[config.mk]
export PLATFORM = sky130hd
export DESIGN_NAME = wshb_arbiter2
export DESIGN_NICKNAME = d
export VERILOG_FILES = /design/src/rtl/wshb_arbiter2.sv
export SDC_FILE = /design/constraint.sdc
export NUM_CORES = 1
export LEC_CHECK = 0
export ABC_AREA = 0
export CORE_AREA = 2 2 123 125
export DETAILED_ROUTE_END_ITERATION = 8
export DIE_AREA = 0 0 125 127
export GPL_TIMING_DRIVEN = 0
export REMOVE_ABC_BUFFERS = 1
export SKIP_CTS_REPAIR_TIMING = 1
export SYNTH_ARGS = -nofsm -noshare
export SYNTH_HDL_FRONTEND = slang
export SYNTH_SLANG_ARGS = --single-unit
[constraint.sdc]
create_clock -name clk -period 3.2 [get_ports clk]
set_input_delay 0.8 -clock clk [delete_from_list [all_inputs] [get_ports clk]]
set_output_delay 0.8 -clock clk [all_outputs]
set_load 0.05 [all_outputs]
[src/rtl/wshb_arbiter2.sv]
// Two-master Wishbone arbiter in front of a shared SDRAM slave.
// Round-robin on contention, bursts are never preempted, and a finishing
// master hands the bus straight to a waiting one without an idle cycle.
module wshb_arbiter2 #(
  parameter int DW = 32,
  parameter int AW = 32
) (
  input  logic            clk,
  input  logic            rst,
  // master 0 (frame reader)
  input  logic            m0_cyc,
  input  logic            m0_stb,
  input  logic            m0_we,
  input  logic [AW-1:0]   m0_adr,
  input  logic [DW-1:0]   m0_dat_ms,
  input  logic [DW/8-1:0] m0_sel,
  output logic            m0_ack,
  output logic [DW-1:0]   m0_dat_sm,
  // master 1 (pattern writer)
  input  logic            m1_cyc,
  input  logic            m1_stb,
  input  logic            m1_we,
  input  logic [AW-1:0]   m1_adr,
  input  logic [DW-1:0]   m1_dat_ms,
  input  logic [DW/8-1:0] m1_sel,
  output logic            m1_ack,
  output logic [DW-1:0]   m1_dat_sm,
  // shared slave
  output logic            s_cyc,
  output logic            s_stb,
  output logic            s_we,
  output logic [AW-1:0]   s_adr,
  output logic [DW-1:0]   s_dat_ms,
  output logic [DW/8-1:0] s_sel,
  input  logic            s_ack,
  input  logic [DW-1:0]   s_dat_sm,
  // one-hot grant
  output logic [1:0]      gnt
);

  typedef enum logic [1:0] {
    IDLE = 2'd0,
    GNT0 = 2'd1,
    GNT1 = 2'd2
  } state_t;

  state_t state_q, state_d;
  // 0 = m0 was granted most recently, 1 = m1; reset to 1 so m0 wins first
  logic   last_q, last_d;

  // State and round-robin pointer registers; reset aborts any grant in flight
  always_ff @(posedge clk) begin
    if (rst) begin
      state_q <= IDLE;
      last_q  <= 1'b1;
    end else begin
      state_q <= state_d;
      last_q  <= last_d;
    end
  end

  // Next-state decision uses only cyc lines, never s_ack
  always_comb begin
    state_d = state_q;
    last_d  = last_q;
    unique case (state_q)
      IDLE: begin
        if (m0_cyc && m1_cyc) state_d = last_q ? GNT0 : GNT1;
        else if (m0_cyc)      state_d = GNT0;
        else if (m1_cyc)      state_d = GNT1;
        else                  state_d = IDLE;
      end
      GNT0: begin
        if (m0_cyc)      state_d = GNT0;
        else if (m1_cyc) state_d = GNT1;
        else             state_d = IDLE;
      end
      GNT1: begin
        if (m1_cyc)      state_d = GNT1;
        else if (m0_cyc) state_d = GNT0;
        else             state_d = IDLE;
      end
      default: state_d = IDLE;
    endcase
    // Pointer follows every new grant; re-writing the same value while
    // holding a grant is harmless
    if (state_d == GNT0) last_d = 1'b0;
    if (state_d == GNT1) last_d = 1'b1;
  end

  // Route the granted master onto the slave bus and steer ack back to it
  always_comb begin
    gnt      = 2'b00;
    s_cyc    = 1'b0;
    s_stb    = 1'b0;
    s_we     = 1'b0;
    s_adr    = '0;
    s_dat_ms = '0;
    s_sel    = '0;
    m0_ack   = 1'b0;
    m1_ack   = 1'b0;
    unique case (state_q)
      GNT0: begin
        gnt      = 2'b01;
        s_cyc    = m0_cyc;
        s_stb    = m0_stb;
        s_we     = m0_we;
        s_adr    = m0_adr;
        s_dat_ms = m0_dat_ms;
        s_sel    = m0_sel;
        m0_ack   = s_ack;
      end
      GNT1: begin
        gnt      = 2'b10;
        s_cyc    = m1_cyc;
        s_stb    = m1_stb;
        s_we     = m1_we;
        s_adr    = m1_adr;
        s_dat_ms = m1_dat_ms;
        s_sel    = m1_sel;
        m1_ack   = s_ack;
      end
      default: ;
    endcase
  end

  // Read data is a shared bus; each master qualifies it with its own ack
  assign m0_dat_sm = s_dat_sm;
  assign m1_dat_sm = s_dat_sm;

endmodule

==> results.toml, run 1 <==
[global_routing]
grt_start_max_net_pins = 46
initial_antenna_violation_count = 1
global_route.overflow_total = 0
grt_first_pass_wirelength_um = 16690
first_global_vias = 2422
grt_use_total = 0.1415

[clock_tree]
path_clk_slew_ps = 30
root_buffer = "sky130_fd_sc_hd__clkbuf_16"
h-tree-depth = 1
tritoncts = "done"
clkLatencyLatePin_ps = 230
numClockSinks = 3
cts_inserted_buffers = 3
clock_tree.buffer_depth = 2

[routing]
detailroute.via_count = 2520
drt.antenna.violating_nets = 0
drt-vias-per-instance = 4.337
first_iter_violations = 105
number_of_detailed_route_iterations_in_the_first_pass = 4
drt_wl_total_um = 12900
wl_per_cell_um = 22.20
drcViolationCount = 0

[sta]
count_of_endpoints_failing_setup_in_the_final_report = 0
fmaxAchievable_mhz = 326.0
postLayoutSetupSlackWorst_ps = 132.4
period_share = 0.9586
worst-slew-pin-transition_ps = 619.8
hold_viol = 0
post-route-min-period_ps = 3068
unrepaired_setup_endpoints_after_global_routing = "false"
finalClockSkew_ps = 1.492
slew_viol_final = 0
maxSlewHeadroom = 0.5861

[logic_synthesis]
post_synth_and_or_nand_nor_area_fraction = 0.2772
synthesized_instance_count = 257
dominant_combinational_cell_family_by_area_after_synthesis = "buffers and inverters"
compound_gate_portion_of_the_synthesized_area = 0.3174
synth_seq_area_share = 0.03326
area_share_of_xor_xnor_cells_in_the_synthesized_design = 0
netlist_top_cells_area = "sky130_fd_sc_hd__a22oi_1 (30%), sky130_fd_sc_hd__buf_4 (27%), sky130_fd_sc_hd__nor2b_1 (25%)"
synthesis.area_per_instance_um2 = 7.025
yosys.cell_types.count = 19
muxShareOfSynthArea = 0
synth_fa_ha_area_frac = 0.04158
post-synth-top-area-cell = "sky130_fd_sc_hd__a22oi_1"
post_synth_instance_area_um2 = 1805
ys_ff_latch = 3
post-synth-top-area-fraction = 0.2952
synthesis.yosys.warnings = 0

[pwr]
irDropWorstVdd_mv = 0.2991
power-per-cell-area_nw_per_um2 = 224.1
leakage_uw = 0.002512
design_power_total_uw = 901.8

[setup_path]
arr_time_crit_path_ps = 2270
critPathCaptureType = "output pin"
worst_setup_path_start_kind = "register"
critPathRequiredTime_ps = 2400
setup.reg_to_reg.worst_slack_ps = 1190
crit_type = "reg2out"
crit_fanout = 36

[floorplanning]
die_span_in_x_um = 125
initial_core_utilization = 0.1252
floorplan.rows = 44
core_um2 = 14420
die_height_um = 127
floorplan.die_area_um2 = 15880
boundaryPins = 316

[place]
post-dp-hpwl_um = 10420
place.gp.congestion = 0.8697
pre_cts_slack_ps = -227.8
place.port_buffers = 219

[finish]
mostFrequentLayoutCells = "sky130_fd_sc_hd__clkdlybuf4s50_1 (146), sky130_fd_sc_hd__dlymetal6s2s_1 (73), sky130_fd_sc_hd__a22oi_1 (71), sky130_fd_sc_hd__nor2b_1 (71)"
drive_gt1_frac = 0.02519
final_nets = 581
num_antenna_cells = 0
final.fill_count = 1553
area_growth_pct = 122.9
post_route_utilization = 0.2790
layout_commonest_cell = "sky130_fd_sc_hd__clkdlybuf4s50_1"

[outcome]
run_status = "completed"

[flow_run]
max-cap-violations = 0

[hold_path]
hold_path.class = "reg2reg"
-- cell families (layout without fill, tap and decap cells) --
logic type / after synthesis / count (layout)
AOI/OAI and AO/OA: 76 / 76
adders and majority gates: 6 / 6
buffers and inverters: 90 / 230
DFF: 3 / 3
and+or+nand+nor: 82 / 82
-- final cells by class --
type,count,area (um^2),area share
flip-flops and latches,3,60.06,0.01493
inverters,3,11.26,0.002799
repair buffers,223,2457,0.6107
clock buffers,4,78.83,0.01959
multi-input cells,164,1186,0.2948
well taps,184,230.2,0.05721
-- state kept, by name, indices dropped and copies added (netlist names) --
register	flops
state_q	2
last_q	1
-- power breakdown --
part	switching, uW	leakage, uW	internal, uW
combinational	321	0.00245	331
sequential	4.87	0.0000248	41.6
clock	38.1	0.0000382	165
total	364	0.00251	537
-- metal layers --
layer | vias up | global-route usage | wire [um]
li1 | 1115 | - | -
met1 | 1160 | 0.1393 | 4409
met2 | 225 | 0.2363 | 6120
met3 | 16 | 0.1118 | 2135
met4 | 4 | 0.02157 | 158
met5 | - | 0.04025 | 72
-- worst paths after layout --
kind	end	from	depth (start not counted)
min	last_q	last_q	2
min reg2reg	last_q	last_q	2
max reg2reg	last_q	state_q[0]	6
max	s_dat_ms[25]	state_q[0]	5
-- Yosys cell counts --
master / n
sky130_fd_sc_hd__buf_4: 64
sky130_fd_sc_hd__a22oi_1: 71
sky130_fd_sc_hd__and3_1: 1
sky130_fd_sc_hd__or3_1: 1
sky130_fd_sc_hd__and2_1: 2
sky130_fd_sc_hd__a21boi_0: 1
sky130_fd_sc_hd__dfxtp_1: 3
sky130_fd_sc_hd__nand2_1: 2
sky130_fd_sc_hd__clkbuf_1: 8
sky130_fd_sc_hd__ha_1: 6
sky130_fd_sc_hd__nand2b_1: 2
sky130_fd_sc_hd__a311oi_1: 1
sky130_fd_sc_hd__nor2_1: 3
sky130_fd_sc_hd__a41oi_1: 1
sky130_fd_sc_hd__a21oi_1: 1
sky130_fd_sc_hd__buf_2: 15
sky130_fd_sc_hd__o211a_1: 1
sky130_fd_sc_hd__inv_1: 3
sky130_fd_sc_hd__nor2b_1: 71
-- worst max-delay path: stages, from the launching register on --
cell	delay, ps
sky130_fd_sc_hd__dfxtp_1	430
sky130_fd_sc_hd__inv_1	170
sky130_fd_sc_hd__ha_4	510
sky130_fd_sc_hd__buf_16	220
sky130_fd_sc_hd__nor2b_1	230
sky130_fd_sc_hd__dlymetal6s2s_1	450
-- through the flow --
step                      setup TNS (ps)  instances  hold WS, ps  area, um^2
final                                  0        581        637.9        4024
after global routing                   0        581        680.7        4024
after global placement           -106340        573        553.9        3642
after detailed placement           -4954        576        570.1        3717
after CTS                         -19470        580        629.8        3796
after floorplan                   -25800        170        528.7        1220
Note: power is estimated with default switching activity, not from simulation.
==> run 2, diff against run 1 <==
Settings changed: CAP_MARGIN set to 20, SLEW_MARGIN set to 20.
==> results.toml, run 2 (same netlist as run 1, synthesis figures left out) <==
[floorplanning]
die_span_in_x_um = 125
floorplan.rows = 44
core_um2 = 14420
die_height_um = 127
floorplan.die_area_um2 = 15880
boundaryPins = 316
initial_core_utilization = 0.1252

[sta]
hold_viol = 0
finalClockSkew_ps = 0.5391
count_of_endpoints_failing_setup_in_the_final_report = 0
maxSlewHeadroom = 0.5968
post-route-min-period_ps = 3054
fmaxAchievable_mhz = 327.4
worst-slew-pin-transition_ps = 603.8
finalSetupTns_ps = 0
postLayoutSetupSlackWorst_ps = 145.7
slew_viol_final = 0
period_share = 0.9545

[finish]
final_nets = 581
area_growth_pct = 122.5
layout_commonest_cell = "sky130_fd_sc_hd__clkdlybuf4s50_1"
largest_reg_flops = 2
num_antenna_cells = 0
largest-register = "state_q"
mostFrequentLayoutCells = "sky130_fd_sc_hd__clkdlybuf4s50_1 (146), sky130_fd_sc_hd__dlymetal6s2s_1 (72), sky130_fd_sc_hd__a22oi_1 (71), sky130_fd_sc_hd__nor2b_1 (71)"
drive_gt1_frac = 0.02771
stdcell_area_um2 = 4016
post_route_utilization = 0.2785
reg_top3 = "state_q: 2 flops, last_q: 1 flops"

[setup_path]
worst_r2r_endpoint = "last_q"
critical_path.cell_chain = "inv_1 -> ha_4 -> buf_16 -> nor2b_1 -> dlymetal6s2s_1"
setup.reg_to_reg.worst_slack_ps = 1260
slowest_delay_ps = 510
crit_type = "reg2out"
crit_path_top_delay_cell = "sky130_fd_sc_hd__ha_4"
worst_r2r_startpoint = "state_q[0]"
critPathRequiredTime_ps = 2400
rr_worst_depth = 6
worst_setup_path_start_kind = "register"
crit_fanout = 36
critPathCaptureType = "output pin"
arr_time_crit_path_ps = 2250

[global_routing]
global_route.overflow_total = 0
grt_first_pass_wirelength_um = 16800
first_global_vias = 2454
grt_start_max_net_pins = 46
grt_use_total = 0.1423
initial_antenna_violation_count = 1

[flow_run]
max-cap-violations = 0

[pwr]
leakage_uw = 0.002495
internal-power_uw = 536.9
power-per-cell-area_nw_per_um2 = 223.9
power.share.combinational = 0.724
seq_power_share = 0.051
irDropWorstVdd_mv = 0.2999
pwr-share-clk = 0.225
power.net_switching_uw = 362.3
power.switching_fraction = 0.4029

[hold_path]
holdPathStages = 2
hold_path.class = "reg2reg"
worstHoldEndpoint = "last_q"
hold_path.startpoint = "last_q"

[clock_tree]
clock_tree.buffer_depth = 2
cts_inserted_buffers = 3
path_clk_slew_ps = 30
clkLatencyLatePin_ps = 230
tritoncts = "done"
h-tree-depth = 1
root_buffer = "sky130_fd_sc_hd__clkbuf_16"
numClockSinks = 3

[routing]
detailroute.via_count = 2511
drcViolationCount = 0
drt.antenna.violating_nets = 0
drt-vias-per-instance = 4.322
first_iter_violations = 116
wl_per_cell_um = 22.08
drt_wl_total_um = 12830
number_of_detailed_route_iterations_in_the_first_pass = 5

[outcome]
run_status = "completed"

[place]
placement.cell_area_um2 = 3737
pre_cts_slack_ps = -275.9
place.gp.congestion = 0.8697
place.port_buffers = 219
post-dp-hpwl_um = 10430
-- run 2: area by class of cell --
type / instances / area [um^2]
clock buffer: 4 / 78.83
fill: 1541 / 10410
inverter: 3 / 11.26
multi-input combinational: 164 / 1186
sequential: 3 / 60.06
tap: 184 / 230.2
timing repair buffer: 223 / 2450
-- run 2: worst max-delay path: cells and delay by family (launching register included) --
family                     cells  cell delay [ps]
and+or+nand+nor                1              230
DFF                            1              420
adders and majority gates      1              510
buffers and inverters          3              840
-- run 2: metal layers --
| metal | wire [um] | up-vias | track usage |
|---|---|---|---|
| met5 | 13 | - | 0.04025 |
| met4 | 216 | 2 | 0.03203 |
| met3 | 2183 | 8 | 0.1135 |
| met2 | 5998 | 224 | 0.2334 |
| met1 | 4416 | 1160 | 0.1388 |
| li1 | - | 1117 | - |
-- run 2: per-stage QoR --
| step | hold WS (ps) | cells | power [uW] |
|---|---|---|---|
| 2_1_floorplan | 528.7 | 170 | 361.2 |
| 3_3_place_gp | 553.9 | 573 | 669.6 |
| 3_5_place_dp | 570.1 | 576 | 695.4 |
| 4_1_cts | 603.2 | 580 | 904.6 |
| 5_1_grt | 671.0 | 581 | 943.6 |
| 6_report | 607.5 | 581 | 899.2 |
-- run 2: how the worst max path moves through the flow --
stage                     startpoint      endpoint  depth (start not counted)
after floorplan           state_q[0]         s_cyc                          4
after global placement    state_q[0]         s_stb                          5
after detailed placement  state_q[0]  s_dat_ms[25]                          5
after CTS                 state_q[0]  s_dat_ms[25]                          5
after global routing      state_q[0]     s_adr[22]                          5
final                     state_q[0]  s_dat_ms[25]                          5
-- run 2: power groups by stage --
stage	combinational, uW	clock [uW]	sequential, uW
after floorplan	317	0	44.6
after global placement	624	0	45.3
after detailed placement	649	0	46.7
after CTS	652	206	46.2
after global routing	688	209	46.6
final	651	202	46.1
